==> config.mk <==
export PLATFORM = sky130hd
export DESIGN_NAME = spi_ctrl
export DESIGN_NICKNAME = d
export VERILOG_FILES = /design/src/rtl/spi_ctrl.sv
export SDC_FILE = /design/constraint.sdc
export NUM_CORES = 1
export LEC_CHECK = 0
export BUFFER_PORTS_ARGS = -buffer_cell sky130_fd_sc_hd__buf_4
export CORE_ASPECT_RATIO = 1.2
export CORE_MARGIN = 4
export CORE_UTILIZATION = 38
export CTS_CLUSTER_SIZE = 30
export DETAILED_ROUTE_END_ITERATION = 12
export PLACE_DENSITY = 0.62
export SKIP_LAST_GASP = 1
export SYNTH_ARGS = -nofsm -noshare
export SYNTH_HDL_FRONTEND = slang
export SYNTH_SLANG_ARGS = --single-unit
==> constraint.sdc <==
create_clock -name clk -period 4.7 [get_ports clk]
set_clock_uncertainty 0.05 [all_clocks]
set_input_delay 0.47 -clock clk [delete_from_list [all_inputs] [get_ports clk]]
set_output_delay 0.47 -clock clk [all_outputs]
set_load 0.02 [all_outputs]
==> src/rtl/spi_ctrl.sv <==
// -----------------------------------------------------------------------------
// spi_ctrl : SPI master controller, one transfer per request.
//
// A host request (valid/ready) carries data, bit count, slave index and bit
// order. The controller asserts one select line, runs N = len+1 sck periods
// (each half-period is div+1 clk cycles), shifts mosi out and miso in, and
// returns the received word on a valid/ready response channel.
//
// Parameters
//   DIV_W      width of the clock-divider input
//   NSS        number of slave-select lines (2-bit select, so NSS <= 4)
//
// Ports
//   clk, rst_n             system clock, asynchronous active-low reset
//   req_valid/req_ready    request handshake
//   req_wdata[31:0]        transmit data
//   req_len[4:0]           bit count minus 1
//   req_ss[1:0]            index of the slave to select
//   req_lsb                1 = LSB first, 0 = MSB first
//   div[DIV_W-1:0]         sck half-period is div+1 clk cycles
//   rsp_valid/rsp_ready    response handshake
//   rsp_rdata[31:0]        received data, zero above the bit count
//   busy                   high whenever the controller is not idle
//   sck, ss_n[NSS-1:0]     SPI clock (idles low), active-low selects
//   mosi, miso             SPI data out (idles high) / data in
//   irq                    one-cycle pulse on the first rsp_valid cycle
//                          (present only when SPI_CTRL_IRQ_EN is defined)
//
// Configuration macro: SPI_CTRL_IRQ_EN adds the irq output.
// -----------------------------------------------------------------------------
module spi_ctrl #(
    parameter int DIV_W = 8,
    parameter int NSS   = 4
) (
    input  logic             clk,
    input  logic             rst_n,
    input  logic             req_valid,
    output logic             req_ready,
    input  logic [31:0]      req_wdata,
    input  logic [4:0]       req_len,
    input  logic [1:0]       req_ss,
    input  logic             req_lsb,
    input  logic [DIV_W-1:0] div,
    output logic             rsp_valid,
    input  logic             rsp_ready,
    output logic [31:0]      rsp_rdata,
    output logic             busy,
    output logic             sck,
    output logic [NSS-1:0]   ss_n,
    output logic             mosi,
`ifdef SPI_CTRL_IRQ_EN
    output logic             irq,
`endif
    input  logic             miso
);

    typedef enum logic [2:0] {
        S_IDLE,
        S_SETUP,
        S_HIGH,
        S_LOW,
        S_RESP
    } state_t;

    state_t state, state_next;

    // Transfer parameters captured at accept; inputs are ignored afterwards.
    logic [31:0]      wdata_q;
    logic [4:0]       len_q;
    logic [1:0]       ss_q;
    logic             lsb_q;
    logic [DIV_W-1:0] div_q;

    logic [DIV_W-1:0] cnt;      // cycles spent in the current half-period
    logic [4:0]       bit_idx;  // index of the bit currently on the wire
    logic [31:0]      rx;       // receive register, doubles as rsp_rdata

    logic accept;
    logic phase_end;
    logic last_bit;

    // Registered output copies and their next values.
    logic           req_ready_q, busy_q, rsp_valid_q, sck_q, mosi_q;
    logic [NSS-1:0] ss_n_q;
    logic           req_ready_d, busy_d, rsp_valid_d, sck_d, mosi_d;
    logic [NSS-1:0] ss_n_d;
`ifdef SPI_CTRL_IRQ_EN
    logic           irq_q, irq_d;
`endif

    assign accept    = (state == S_IDLE) && req_valid;
    assign phase_end = (cnt == div_q);
    assign last_bit  = (bit_idx == len_q);

    // Bit that goes on the wire in position idx of the transfer.
    function automatic logic tx_bit(input logic [31:0] data, input logic [4:0] len,
                                    input logic lsb, input logic [4:0] idx);
        logic [4:0] pos;
        pos = lsb ? idx : (len - idx);
        return data[pos];
    endfunction

    // -------------------------------------------------------------------------
    // State register
    // -------------------------------------------------------------------------
    // NOTE: sequential state uses non-blocking (<=) so every flop samples
    // the pre-edge values; blocking (=) here would create ordering races.
    always_ff @(posedge clk or negedge rst_n) begin
        if (!rst_n) state <= S_IDLE;
        else        state <= state_next;
    end

    // -------------------------------------------------------------------------
    // Next-state logic
    // -------------------------------------------------------------------------
    // NOTE: assigning a default before the case keeps every path covered,
    // so no latch is inferred.
    always_comb begin
        state_next = state;
        unique case (state)
            S_IDLE:  if (req_valid) state_next = S_SETUP;
            S_SETUP: if (phase_end) state_next = S_HIGH;
            S_HIGH:  if (phase_end) state_next = S_LOW;
            S_LOW:   if (phase_end) state_next = last_bit ? S_RESP : S_HIGH;
            S_RESP:  if (rsp_ready) state_next = S_IDLE;
            default: state_next = S_IDLE;
        endcase
    end

    // -------------------------------------------------------------------------
    // Datapath: captured request, phase counter, bit index, receive register
    // -------------------------------------------------------------------------
    always_ff @(posedge clk or negedge rst_n) begin
        if (!rst_n) begin
            wdata_q <= '0;
            len_q   <= '0;
            ss_q    <= '0;
            lsb_q   <= 1'b0;
            div_q   <= '0;
            cnt     <= '0;
            bit_idx <= '0;
            rx      <= '0;
        end else begin
            // Counter restarts at every half-period boundary.
            if ((state == S_SETUP || state == S_HIGH || state == S_LOW) && !phase_end)
                cnt <= cnt + 1'b1;
            else
                cnt <= '0;

            if (accept) begin
                wdata_q <= req_wdata;
                len_q   <= req_len;
                ss_q    <= req_ss;
                lsb_q   <= req_lsb;
                div_q   <= div;
                bit_idx <= '0;
                rx      <= '0;   // bits above len stay zero
            end

            // miso is sampled at the end of the high phase, half a period
            // after the slave updated it on the rising edge.
            if (state == S_HIGH && phase_end) begin
                if (lsb_q) rx[bit_idx] <= miso;
                else       rx          <= {rx[30:0], miso};
            end

            if (state == S_LOW && phase_end && !last_bit)
                bit_idx <= bit_idx + 5'd1;
        end
    end

    // -------------------------------------------------------------------------
    // Output logic: next values of the registered pins, decoded from the
    // transition so each pin changes on the same edge as the state.
    // -------------------------------------------------------------------------
    always_comb begin
        logic       active;
        logic [1:0] sel;

        active = (state_next == S_SETUP) || (state_next == S_HIGH) || (state_next == S_LOW);
        sel    = (state == S_IDLE) ? req_ss : ss_q;

        req_ready_d = (state_next == S_IDLE);
        busy_d      = (state_next != S_IDLE);
        rsp_valid_d = (state_next == S_RESP);
        sck_d       = (state_next == S_HIGH);

        for (int i = 0; i < NSS; i++)
            ss_n_d[i] = !(active && (sel == 2'(i)));

        // mosi moves only at SETUP entry and on sck falling; elsewhere it holds.
        mosi_d = mosi_q;
        if (state == S_IDLE && state_next == S_SETUP)
            mosi_d = tx_bit(req_wdata, req_len, req_lsb, 5'd0);
        else if (state == S_HIGH && state_next == S_LOW)
            mosi_d = tx_bit(wdata_q, len_q, lsb_q, bit_idx + 5'd1);
        else if (!active)
            mosi_d = 1'b1;

`ifdef SPI_CTRL_IRQ_EN
        irq_d = (state_next == S_RESP) && (state != S_RESP);
`endif
    end

    always_ff @(posedge clk or negedge rst_n) begin
        if (!rst_n) begin
            req_ready_q <= 1'b1;
            busy_q      <= 1'b0;
            rsp_valid_q <= 1'b0;
            sck_q       <= 1'b0;
            mosi_q      <= 1'b1;
            ss_n_q      <= '1;
`ifdef SPI_CTRL_IRQ_EN
            irq_q       <= 1'b0;
`endif
        end else begin
            req_ready_q <= req_ready_d;
            busy_q      <= busy_d;
            rsp_valid_q <= rsp_valid_d;
            sck_q       <= sck_d;
            mosi_q      <= mosi_d;
            ss_n_q      <= ss_n_d;
`ifdef SPI_CTRL_IRQ_EN
            irq_q       <= irq_d;
`endif
        end
    end

    assign req_ready = req_ready_q;
    assign busy      = busy_q;
    assign rsp_valid = rsp_valid_q;
    assign rsp_rdata = rx;
    assign sck       = sck_q;
    assign mosi      = mosi_q;
    assign ss_n      = ss_n_q;
`ifdef SPI_CTRL_IRQ_EN
    assign irq       = irq_q;
`endif

endmodule
### Yosys cells after proc, flatten, opt, wreduce, memory -nomap -nowiden

Index checks and enable logic that the tools add are counted.

* add/sub/neg operators: 3
* $mul: 0
* divide/modulo/power cells: 0
* $lt $le $gt $ge: 4
* eq/ne operators: 14
* shifts and indexed selects: 0
* multiplexer cells: 26
* bitwise gates (word level): 0
* reduce and logical (&&, ||, !) cells: 27

Operators with widths (count)
* $mux 32: 3
* $bwmux 32: 1
* $mux 5: 4
* $lt 5x6->1 const B: 3
* $mux 3: 6
* $pmux 3 s5: 1
* $eq 3x2->1 const B: 4
* $logic_and 1x1->1: 12
* $bmux 1 s5: 2
* $add 8x1->8 const B: 1
* $eq 8x8->1: 1
* $mux 8: 1
* $eq 3x1->1 const B: 2
* $eq 3x3->1 const B: 2
* $logic_not 1->1: 6
* $logic_not 3->1: 2
* $mux 1: 6
* $add 5x1->5 const B: 1
* $demux 1 s5: 1
* $eq 5x5->1: 1
* $ge 5x1->1 const B: 1
* $sub 5x5->5: 1
* $eq 2x2->1 const B: 2
* $logic_or 1x1->1: 4
* other kinds (6): 6

* flip-flop bits (word level): 105
* bits in latches: 0
* memory bits (writable): 0
* bits in read-only memories: 0
* input port bits: 53
* output and inout bits: 41
* logic and storage cells: 89
* memories: 0

### Logic depth before layout (Yosys ltp)

Gate-level depths: netlist of run 1.

* depth in word-level cells: 10
* gate-level depth with buffers: 11
* gate-level depth less buffers: 11

### Least setup slack after synthesis of run 1

No wires, ideal clock.

* path type: register to register
* start point: register bit_idx[0]
* end point: register mosi_q (netlist: mosi)
* setup time: 0.079 ns
* arrival time: 2.508 ns
* data required time: 4.571 ns
* path slack: 2.063 ns
* cell stages (with the launch flop): 11
* path buffers: 0
* clock period less this slack: 2.637 ns
* cell sequence: dfrtp_1 inv_1 ha_1 inv_1 fa_1 mux2_2 mux4_1 mux2i_1 mux2i_1 mux2_2 o211a_1

* word-level cells in the longest chain between the ends: 8
* elaborated cells on any way between the ends: 19
* classes of those cells: 2 x add/sub; 5 x eq/ne; 8 x mux; 4 x reduce/logical

RTL lines
* start, declared: RTL line 75 `logic [4:0] bit_idx;`
* start signal, assigned: RTL line 168 `bit_idx <= bit_idx + 5'd1;`
* branches (longest 8 deep; another with $add 5x1->5)
* end signal, assigned: RTL line 221 `mosi_q <= mosi_d;`
* end, declared: RTL line 83 `logic req_ready_q, busy_q, rsp_valid_q, sck_q, mosi_q;`

Several ways; the timed one is not identified. The select of a mux whose other input is x is not followed.
A chain may end at the register's enable or synchronous reset.

### Worst setup path in the final report of run 1

* start point: register cnt[2]
* end point: register rx[2] (netlist: rsp_rdata[2])

* word-level cells in the longest chain between the ends: 3

RTL lines
* start, declared: RTL line 74 `logic [DIV_W-1:0] cnt;`
* start signal, assigned: RTL line 146 `cnt <= cnt + 1'b1;`
* $eq 8x8->1: RTL line 92 `assign phase_end = (cnt == div_q);`
* $logic_and 1x1->1: RTL line 162 `if (state == S_HIGH && phase_end) begin`
* $mux 32: RTL line 162
* end signal, assigned by index: RTL line 163 `if (lsb_q) rx[bit_idx] <= miso;`
* end signal, assigned: RTL line 164 `else rx <= {rx[30:0], miso};`
* end, declared: RTL line 76 `logic [31:0] rx;`

Every way passes these cells.

==> results of run 1 <==
-- routing by layer --
layer / part of all wire (%) / vias to the layer above
met5: 0 / -
met4: 2.1 / 0
met3: 5.0 / 22
met2: 50 / 137
met1: 43 / 2280
li1: - / 2202
-- area by class of cell --
class / instances / area (µm²) / share of cell area, %
clock inverters: 5 / 40.04 / 0.5776
clock buffers: 11 / 242.7 / 3.502
multi-input cells: 428 / 3000 / 43.29
flip-flops and latches: 105 / 2635 / 38.01
repair buffers: 96 / 720.7 / 10.40
inverters: 10 / 37.54 / 0.5415
well taps: 204 / 255.2 / 3.682
-- power breakdown --
group | internal, mW | switching [mW]
registers | 1.19 | 0.218
clock network | 0.378 | 0.347
logic | 0.742 | 0.778
total | 2.31 | 1.34
-- Yosys cell counts, drive strengths merged --
cell type / instances / area [µm²]
a211o: 1 / 8.760
a211oi: 2 / 15.01
a21o: 1 / 7.510
a21oi: 38 / 190.2
a221oi: 33 / 289.0
a31oi: 2 / 12.51
and3: 2 / 12.51
buf: 15 / 77.57
bufbuf: 1 / 18.77
clkbuf: 21 / 78.83
dfrtp: 99 / 2477
dfstp: 6 / 157.7
fa: 1 / 20.02
ha: 9 / 112.6
inv: 10 / 37.54
mux2: 53 / 600.6
mux2i: 14 / 140.1
mux4: 12 / 300.3
nand2: 54 / 202.7
nand2b: 4 / 25.02
nand3: 13 / 65.06
nand3b: 3 / 22.52
nand4: 2 / 12.51
nand4b: 1 / 8.760
nor2: 109 / 411.7
nor2b: 7 / 43.79
nor3: 4 / 20.02
nor3b: 7 / 52.55
o2111ai: 1 / 8.760
o211a: 1 / 10.01
o211ai: 2 / 15.01
o21a: 1 / 7.510
o21ai: 14 / 73.82
o22ai: 3 / 18.77
o31ai: 4 / 30.03
or2: 5 / 31.29
or3: 1 / 6.260
xnor2: 15 / 138.9
xor2: 9 / 78.83
-- worst reg2reg max path: cells and delay by family (launching register included) --
kind,cells,cell delay [ps]
simple gates,4,2040
xor+xnor,1,210
flops,1,440
compound gates,2,470
-- layout by cell type, fill, tap and decap left out, types with 4 or more instances in the layout --
cell type	Yosys	routed
o21ai_0	12	12
nor2b_1	7	7
mux4_2	4	4
dfstp_2	6	6
ha_1	9	9
dfrtp_1	99	99
nor3_1	4	4
xor2_1	9	9
nor2_1	108	108
nor3b_1	7	7
a21oi_1	38	38
nand2b_1	4	4
inv_1	10	10
mux2_1	46	46
clkbuf_16	0	9
xnor2_1	14	14
o31ai_1	4	4
mux2i_1	14	14
a221oi_1	33	33
mux2_2	6	6
nand2_1	54	53
nand3_1	13	13
buf_4	0	96
mux4_1	8	8
-- flip-flops by register name, indices dropped and copies added, names as in the netlist --
| signal | flops |
|---|---|
| len_q | 5 |
| ss_n | 4 |
| rsp_valid | 1 |
| mosi | 1 |
| ss_q | 2 |
| busy | 1 |
| div_q | 8 |
| cnt | 8 |
| bit_idx | 5 |
| lsb_q | 1 |
| req_ready | 1 |
| wdata_q | 32 |
| state | 3 |
| sck | 1 |
| rsp_rdata | 32 |
-- stage by stage --
step	hold slack, ps	total power [mW]	worst slack (ps)	cell area, µm²	cells
after global placement	416.3	2.895	1472	6649	843
after global routing	252.2	3.913	949.9	6932	859
after detailed placement	423.4	2.964	1341	6649	843
after floorplan	124.4	2.543	2063	5841	580
after CTS	205.4	3.704	1294	6932	859
final	150.8	3.655	1303	6932	859
-- path summary, 6_finish.rpt --
kind                                           end  slack (ps)  cells after the start
setup / recovery            rsp_rdata[2]$_DFF_PN0_        1300                      7
hold / removal             rsp_rdata[22]$_DFF_PN0_         150                      1
setup reg to reg            rsp_rdata[2]$_DFF_PN0_        1300                      7
hold reg to reg            wdata_q[20]$_DFFE_PN0P_         440                      1
max in group asynchronous        ss_n[1]$_DFF_PN1_        3380                      2
min in group clk              div_q[3]$_DFFE_PN0P_         280                      2
-- logic make-up after synthesis --
group | Yosys count
fa+ha+maj | 10
compound gates | 103
simple gates | 212
flops | 105
buf+inv | 47
mux | 79
xor+xnor | 24
==> PnR_summary.wiki, run 1 <==
{| class="wikitable"
! Metric !! Value
|-
| Simple-gate share of the synthesized area || 15.66%
|-
| Wire per inst || 17.08 µm
|-
| Pre-antenna DRT Iters || 4
|-
| Post-detailed-route via-to-cell ratio || 5.403
|-
| Port buffer count || 93
|-
| Post-Synth Adder-Cell Area || 2.271%
|-
| Number of rows created at floorplan || 49
|-
| Time the worst path needs with I/O delays and setup || 3397 ps
|-
| Quantity of hold-fixing buffers added after cts || 0
|-
| Cell with the largest stage delay on the worst path || nand2b_1
|-
| Seq/Total Area, Yosys || 45.12%
|-
| Maximum number of pins on one net before global-route repair || 86
|-
| HPWL reported at the end of detailed placement || 10.28 mm
|-
| Synth Area in Compound Gates || 11.76%
|-
| Share of layout cells above drive strength 1 || 20.61%
|-
| Post-synthesis net count || 643
|-
| Total DRC errors in the routed layout || 0
|-
| Post-synthesis cell area || 0.005841 mm²
|-
| WP data required || 4830 ps
|-
| Met3 Track Usage GR || 2.913%
|-
| Power per cell area || 527.3 mW/mm²
|-
| Flop and latch count out of synthesis || 105
|-
| CP arrival || 3520 ps
|-
| Outcome || complete, no violations
|-
| Xor and xnor fraction of the mapped netlist area || 3.728%
|-
| Unrepaired setup endpoints after global routing || no
|-
| Clock buffer count from CTS || 9
|-
| Fmax || 294.4 MHz
|-
| Global-route wire length before repair || 24.69 mm
|-
| Mapped Cells || 580
|-
| Relative area change from synthesis to final layout || 18.68%
|-
| Initial antenna violation count || 0
|-
| Die area || 0.01743 mm²
|-
| Worst setup startpoint || cnt[2]$_DFF_PN0_
|-
| Avg Cell Area, Syn || 10.07 µm²
|-
| Max-Slew Margin vs Limit || 21.60%
|-
| Final-report max-slew violation count || 0
|-
| Floorplan die width || 121.2 µm
|-
| Most used routing layer || met2
|-
| Final hold vios || 0
|-
| Routed WL || 14.67 mm
|-
| Crit start category || flip-flop
|-
| Initial core utilization || 38.88%
|-
| Congestion Overflow GR || 0
|-
| Met1 Track Usage GR || 22.54%
|-
| Iteration-0 DRC count of the detailed router || 459
|-
| Number of levels in the clock H-tree || 3
|-
| Count of vias placed by the detailed router || 4641
|-
| Number of max-cap violations || 0
|-
| Number of buffers on the longest clock path || 2
|-
| Clock-pin slew on the worst setup and hold paths || 70 ps
|-
| Worst-case vdd ir drop || 0.0002120 V
|-
| Number of setup buffers added after CTS || 0
|-
| Weighted congestion reported at the end of routability-driven placement || 0.8610
|-
| Startpoint of the worst register-to-register path || cnt[2]$_DFF_PN0_
|-
| Core Footprint || 0.01502 mm²
|-
| Total negative slack || 0 ps
|-
| Largest stage delay, worst path || 950 ps
|-
| Source-to-sink clock delay at the later pin of the worst-skew pair || 350 ps
|-
| Transition time of the tightest slew-check pin || 1176 ps
|-
| Dominant combinational cell family by area after synthesis || multiplexers
|-
| Worst setup EP type || flip-flop
|-
| Period utilization || 72.27%
|-
| Portion of netlist area occupied by mux cells || 17.82%
|-
| Util after Layout || 46.15%
|-
| LEAKAGE || 3.173 nW
|-
| Die Y-Extent || 143.8 µm
|-
| TritonCTS clock tree || built
|-
| ANT nets after route || 0
|-
| Sum of buffers and inverters on the critical path || 0
|-
| Root buffer cell || clkbuf_16
|-
| Classification of the worst setup path || flip-flop to flip-flop
|-
| Warnings, synthesis || 0
|-
| Net count reported at finish || 713
|-
| Min-Delay Path Class || primary input to asynchronous set/reset pin
|-
| Resized cells post-CTS || 0
|-
| Setup violations, final || 0
|-
| GRT Overall Usage || 17.62%
|-
| Critical-path maximum fanout || 31
|-
| Number of global-route vias before repair || 4892
|-
| Antenna diode count || 0
|-
| Top delay family on crit path || simple AND/OR/NAND/NOR gates
|-
| Ports || 94
|-
| Filler Cells Inserted || 1420
|-
| Cell chain of the critical path || xnor2_1 > nand4_1 > nor2_2 > nand3b_1 > nand2b_1 > a21oi_1 > a221oi_1
|-
| Count of cell types in the netlist || 50
|-
| Fraction of met2 tracks used by global routing || 30.01%
|-
| TritonCTS Sinks || 105
|}
No activity file was read; power rests on OpenSTA's default activity.
==> run 2, diff against run 1 <==
--- a/config.mk
+++ b/config.mk
@@ -11,7 +11,7 @@
 export CORE_UTILIZATION = 38
 export CTS_CLUSTER_SIZE = 30
 export DETAILED_ROUTE_END_ITERATION = 12
-export PLACE_DENSITY = 0.62
+export PLACE_DENSITY = 0.65
 export SKIP_LAST_GASP = 1
 export SYNTH_ARGS = -nofsm -noshare
 export SYNTH_HDL_FRONTEND = slang
==> constraint.sdc (replaced) <==
create_clock -name clk -period 3 [get_ports clk]
set_clock_uncertainty 0.05 [all_clocks]
set_input_delay 0.3 -clock clk [delete_from_list [all_inputs] [get_ports clk]]
set_output_delay 0.3 -clock clk [all_outputs]
set_load 0.02 [all_outputs]
==> PnR_summary.wiki, run 2 (synthesis results as in run 1) <==
{| class="wikitable"
! Metric !! Value
|-
| Worst-case vdd ir drop || 0.0003781 V
|-
| CP arrival || 3070 ps
|-
| Classification of the worst setup path || flip-flop to flip-flop
|-
| Count of vias placed by the detailed router || 4764
|-
| Number of global-route vias before repair || 4862
|-
| Proportion of power drawn by combinational gates || 40.4%
|-
| Most frequent standard cell in the layout excluding fill and tap cells || nor2_1
|-
| Util after Layout || 47.06%
|-
| Initial antenna violation count || 0
|-
| Number of rows created at floorplan || 49
|-
| Final hold vios || 0
|-
| Number of max-cap violations || 0
|-
| Max-Slew Margin vs Limit || 24.91%
|-
| Worst setup EP type || flip-flop
|-
| Port buffer count || 93
|-
| Register-to-register path setup slack || 170 ps
|-
| Number of buffers on the longest clock path || 2
|-
| Period utilization || 94.17%
|-
| Share of layout cells above drive strength 1 || 21.95%
|-
| TritonCTS clock tree || built
|-
| Time the worst path needs with I/O delays and setup || 2825 ps
|-
| Largest stage delay, worst path || 430 ps
|-
| Net count reported at finish || 723
|-
| Weighted congestion reported at the end of routability-driven placement || 0.8325
|-
| Clock buffer count from CTS || 9
|-
| Core Footprint || 0.01502 mm²
|-
| Filler Cells Inserted || 1408
|-
| Clock-pin slew on the worst setup and hold paths || 70 ps
|-
| Congestion Overflow GR || 0
|-
| Total placed cells including tap cells || 852
|-
| Post-detailed-route via-to-cell ratio || 5.482
|-
| Fin cells || 869
|-
| Clock group share of total power || 21.0%
|-
| ANT nets after route || 0
|-
| Root buffer cell || clkbuf_16
|-
| Most used cells in the layout excluding fill and tap cells || nor2_1, buf_4, dfrtp_1, nand2_1, mux2_1
|-
| Internal power || 3.752 mW
|-
| Seq pwr share || 38.7%
|-
| Global-route wire length before repair || 25.01 mm
|-
| Pre-antenna DRT Iters || 5
|-
| Ports || 94
|-
| WP data required || 3250 ps
|-
| Outcome || complete, no violations
|-
| Switching power || 2.088 mW
|-
| Total DRC errors in the routed layout || 0
|-
| Final-report max-slew violation count || 0
|-
| Iteration-0 DRC count of the detailed router || 447
|-
| Wire per inst || 17.25 µm
|-
| Power per cell area || 826.1 mW/mm²
|-
| Die Y-Extent || 143.8 µm
|-
| Initial core utilization || 38.88%
|-
| Antenna diode count || 0
|-
| Setup violations, final || 0
|-
| Cell chain of the critical path || inv_1 > ha_1 > inv_1 > fa_1 > mux2_4 > mux4_1 > mux2i_1 > mux2i_1 > mux2_2 > o211a_1
|-
| LEAKAGE || 3.239 nW
|-
| Maximum number of pins on one net before global-route repair || 44
|-
| Cell with the largest stage delay on the worst path || fa_1
|-
| Relative area change from synthesis to final layout || 21.04%
|-
| TritonCTS Sinks || 105
|-
| Unrepaired setup endpoints after global routing || no
|-
| Critical-path maximum fanout || 8
|-
| Die area || 0.01743 mm²
|-
| Source-to-sink clock delay at the later pin of the worst-skew pair || 360 ps
|-
| Switching part of the total power || 35.76%
|-
| Crit start category || flip-flop
|-
| Routed WL || 14.99 mm
|-
| GRT Overall Usage || 17.99%
|-
| Min-Delay Path Class || primary input to flip-flop
|-
| Floorplan die width || 121.2 µm
|-
| Transition time of the tightest slew-check pin || 1126 ps
|-
| Number of levels in the clock H-tree || 3
|-
| Total negative slack || 0 ps
|-
| Fmax || 354.0 MHz
|-
| HPWL reported at the end of detailed placement || 10.83 mm
|}
[run 2: cell types whose count changed in the layout (fill, tap and decap cells not counted), sizes merged]
cell / before / now
bufinv: 0 / 1
inv: 11 / 12
clkinv: 4 / 2
dlygate4sd3: 0 / 1
buf: 96 / 105
[run 2: per-layer routing]
metal | share of wire, % | track usage, % | vias to the layer above
met4 | 1.6 | 5.251 | 0
met1 | 44 | 23.22 | 2383
li1 | - | - | 2223
met5 | 0 | 0 | -
met3 | 4.7 | 3.858 | 16
met2 | 50 | 30.59 | 142
[run 2: final timing paths]
check / cells after the start / endpoint / startpoint
max reg2reg: 10 / mosi$_DFFE_PN1P_ / bit_idx[0]$_DFFE_PN0P_
min reg2reg: 1 / wdata_q[6]$_DFFE_PN0P_ / wdata_q[6]$_DFFE_PN0P_
max in group asynchronous: 3 / mosi$_DFFE_PN1P_ / rst_n
min in group asynchronous: 2 / rsp_rdata[22]$_DFF_PN0_ / rst_n
min: 2 / div_q[7]$_DFFE_PN0P_ / div[7]
max: 10 / mosi$_DFFE_PN1P_ / bit_idx[0]$_DFFE_PN0P_
[run 2: final cells by class]
type                       instances  area [µm²]  area share (%)
tap                              204       255.2           3.611
clock inverter                     5       61.31          0.8673
clock buffer                      11       242.7           3.434
sequential                       105        2638           37.31
timing repair buffer             106       835.8           11.82
inverter                          10       37.54          0.5310
multi-input combinational        428        2999           42.42
[run 2: stage by stage]
| step | hold slack, ps | cell area [µm²] | setup slack [ps] | total power, mW |
|---|---|---|---|---|
| floorplan | -45.59 | 5841 | 363.2 | 3.984 |
| global placement | 239.9 | 6749 | 219.1 | 4.483 |
| global route | 92.41 | 7069 | 10.97 | 6.225 |
| CTS | 92.67 | 7063 | 75.41 | 5.863 |
| detailed placement | 254.4 | 6749 | 84.39 | 4.617 |
| finish | 98.56 | 7069 | 174.8 | 5.840 |
[run 2: critical path, delay by kind of cell, from the launching register on]
family,cells,cell delay (ps)
muxes,5,1100
adders and majority gates,2,750
DFF,1,420
buffers and inverters,2,220
AOI/OAI and AO/OA,1,200
[run 2: power by group through the flow]
| stage | sequential, mW | combinational (mW) | clock (mW) |
|---|---|---|---|
| floorplan | 2.15 | 1.83 | 0 |
| detailed placement | 2.28 | 2.34 | 0 |
| finish | 2.26 | 2.36 | 1.23 |
| global route | 2.32 | 2.59 | 1.31 |
| global placement | 2.26 | 2.22 | 0 |
| CTS | 2.25 | 2.36 | 1.25 |
[run 2: timing repair]
item                       in CTS  in global routing
setup buffers                   0                  0
hold endpoints to repair       29                  0
hold buffers                    1                  0
setup endpoints to repair       0                  1
resized for setup               0                  3
==> run 3, diff against run 2 <==
--- a/config.mk
+++ b/config.mk
@@ -6,7 +6,6 @@
 export NUM_CORES = 1
 export LEC_CHECK = 0
 export BUFFER_PORTS_ARGS = -buffer_cell sky130_fd_sc_hd__buf_4
-export CORE_ASPECT_RATIO = 1.2
 export CORE_MARGIN = 4
 export CORE_UTILIZATION = 38
 export CTS_CLUSTER_SIZE = 30
==> PnR_summary.wiki, run 3 (synthesis results as in run 1) <==
{| class="wikitable"
! Metric !! Value
|-
| Outcome || complete, no violations
|-
| Cell with the largest stage delay on the worst path || dfrtp_1
|-
| Period utilization || 93.25%
|-
| Classification of the worst setup path || flip-flop to flip-flop
|-
| Util after Layout || 46.15%
|-
| Fin cells || 849
|-
| Proportion of power drawn by combinational gates || 40.2%
|-
| WP data required || 3230 ps
|-
| HPWL reported at the end of detailed placement || 10.32 mm
|-
| Power per cell area || 812.5 mW/mm²
|-
| Final Worst Setup Slack || 202.5 ps
|-
| Final-report max-slew violation count || 0
|-
| Max-Slew Margin vs Limit || 21.51%
|-
| Core Footprint || 0.01515 mm²
|-
| Antenna diode count || 0
|-
| Die area || 0.01742 mm²
|-
| Crit start category || flip-flop
|-
| Seq pwr share || 39.3%
|-
| Transition time of the tightest slew-check pin || 1177 ps
|-
| Count of vias placed by the detailed router || 4686
|-
| Most used cells in the layout excluding fill and tap cells || nor2_1, buf_4, dfrtp_1, nand2_1, mux2_1
|-
| Time the worst path needs with I/O delays and setup || 2798 ps
|-
| TritonCTS Sinks || 105
|-
| Root buffer cell || clkbuf_16
|-
| Post-detailed-route via-to-cell ratio || 5.519
|-
| Cell chain of the critical path || inv_1 > ha_1 > inv_1 > fa_1 > mux2_2 > mux4_1 > mux2i_1 > mux2i_1 > mux2_2 > o211a_1
|-
| Min-Delay Path Class || primary input to flip-flop
|-
| Number of buffers on the longest clock path || 2
|-
| Congestion Overflow GR || 0
|-
| Die Y-Extent || 132.0 µm
|-
| Clock group share of total power || 20.5%
|-
| Share of layout cells above drive strength 1 || 20.73%
|-
| Worst setup EP type || flip-flop
|-
| Total DRC errors in the routed layout || 0
|-
| Setup violations, final || 0
|-
| Placed standard-cell area || 0.006691 mm²
|-
| Unrepaired setup endpoints after global routing || no
|-
| Initial core utilization || 38.56%
|-
| Clock buffer count from CTS || 9
|-
| Worst hold margin || 116.9 ps
|-
| LEAKAGE || 3.207 nW
|-
| Port buffer count || 93
|-
| Internal power || 3.729 mW
|-
| Clock-pin slew on the worst setup and hold paths || 60 ps
|-
| Iteration-0 DRC count of the detailed router || 355
|-
| Pre-antenna DRT Iters || 7
|-
| Number of max-cap violations || 0
|-
| Floorplan die width || 132.0 µm
|-
| Fmax || 357.5 MHz
|-
| Switching part of the total power || 34.35%
|-
| Ports || 94
|-
| Post-route cell area || 0.006990 mm²
|-
| Largest stage delay, worst path || 440 ps
|-
| Sum of internal, switching and leakage power || 5.680 mW
|-
| Switching power || 1.951 mW
|-
| ANT nets after route || 0
|-
| Routed WL || 14.29 mm
|-
| Weighted congestion reported at the end of routability-driven placement || 0.8150
|-
| Initial antenna violation count || 0
|-
| Post-place setup slack || 167.3 ps
|-
| TritonCTS clock tree || built
|-
| Number of cells on the worst hold path || 2
|-
| Total negative slack || 0 ps
|-
| Relative area change from synthesis to final layout || 19.69%
|-
| CP arrival || 3030 ps
|-
| Reg2reg path depth || 10
|-
| Wire per inst || 16.83 µm
|-
| Maximum number of pins on one net before global-route repair || 54
|-
| Number of rows created at floorplan || 45
|-
| Total placed cells including tap cells || 832
|-
| Most frequent standard cell in the layout excluding fill and tap cells || nor2_1
|-
| GRT Overall Usage || 16.32%
|-
| Worst-case vdd ir drop || 0.0003555 V
|-
| Global-route wire length before repair || 23.04 mm
|-
| Critical-path maximum fanout || 8
|-
| Source-to-sink clock delay at the later pin of the worst-skew pair || 350 ps
|-
| Net count reported at finish || 719
|-
| Number of global-route vias before repair || 4634
|-
| Number of levels in the clock H-tree || 3
|-
| Final hold vios || 0
|}
run 3: routing by layer:
layer	wire length [µm]	up-vias	GRT usage, %
li1	-	2217	-
met5	0	-	0
met3	783	15	3.321
met1	6634	2304	22.49
met4	207	0	5.776
met2	6666	150	25.66
run 3: power groups by stage:
stage	sequential, mW	clock [mW]	combinational, mW
detailed placement	2.27	0	2.29
CTS	2.24	1.20	2.31
global placement	2.24	0	2.22
global route	2.29	1.25	2.54
finish	2.23	1.17	2.28
floorplan	2.15	0	1.83
run 3: layout make-up:
type | instances | area, µm²
clock buffer | 15 | 257.7
clock inverter | 1 | 30.03
fill | 1409 | 8155
inverter | 10 | 37.54
multi-input combinational | 428 | 3000
sequential | 105 | 2636
tap | 188 | 235.2
timing repair buffer | 102 | 793.3
run 3: critical path, delay by kind of cell (launching register included):
kind | cells | cell delay [ps]
multiplexers | 5 | 1110
adder cells (fa/ha/maj) | 2 | 730
buffers and inverters | 2 | 210
flip-flops | 1 | 440
AO/OA/AOI/OAI | 1 | 200
run 3: what timing repair did:
action                                 4_1_cts  5_1_grt
setup buffers                                0        0
endpoints found under the hold margin       51        0
setup endpoints to repair                    0        1
hold buffers                                 1        0
gates resized for setup                      0        1
run 3: final timing paths:
path	from	slack (ps)	endpoint
setup / recovery	bit_idx[1]$_DFFE_PN0P_	200	mosi$_DFFE_PN1P_
hold / removal	div[3]	120	div_q[3]$_DFFE_PN0P_
setup reg to reg	bit_idx[1]$_DFFE_PN0P_	200	mosi$_DFFE_PN1P_
hold reg to reg	wdata_q[16]$_DFFE_PN0P_	440	wdata_q[16]$_DFFE_PN0P_
max in group asynchronous	rst_n	1630	ss_n[0]$_DFF_PN1_
min in group asynchronous	rst_n	480	busy$_DFF_PN0_
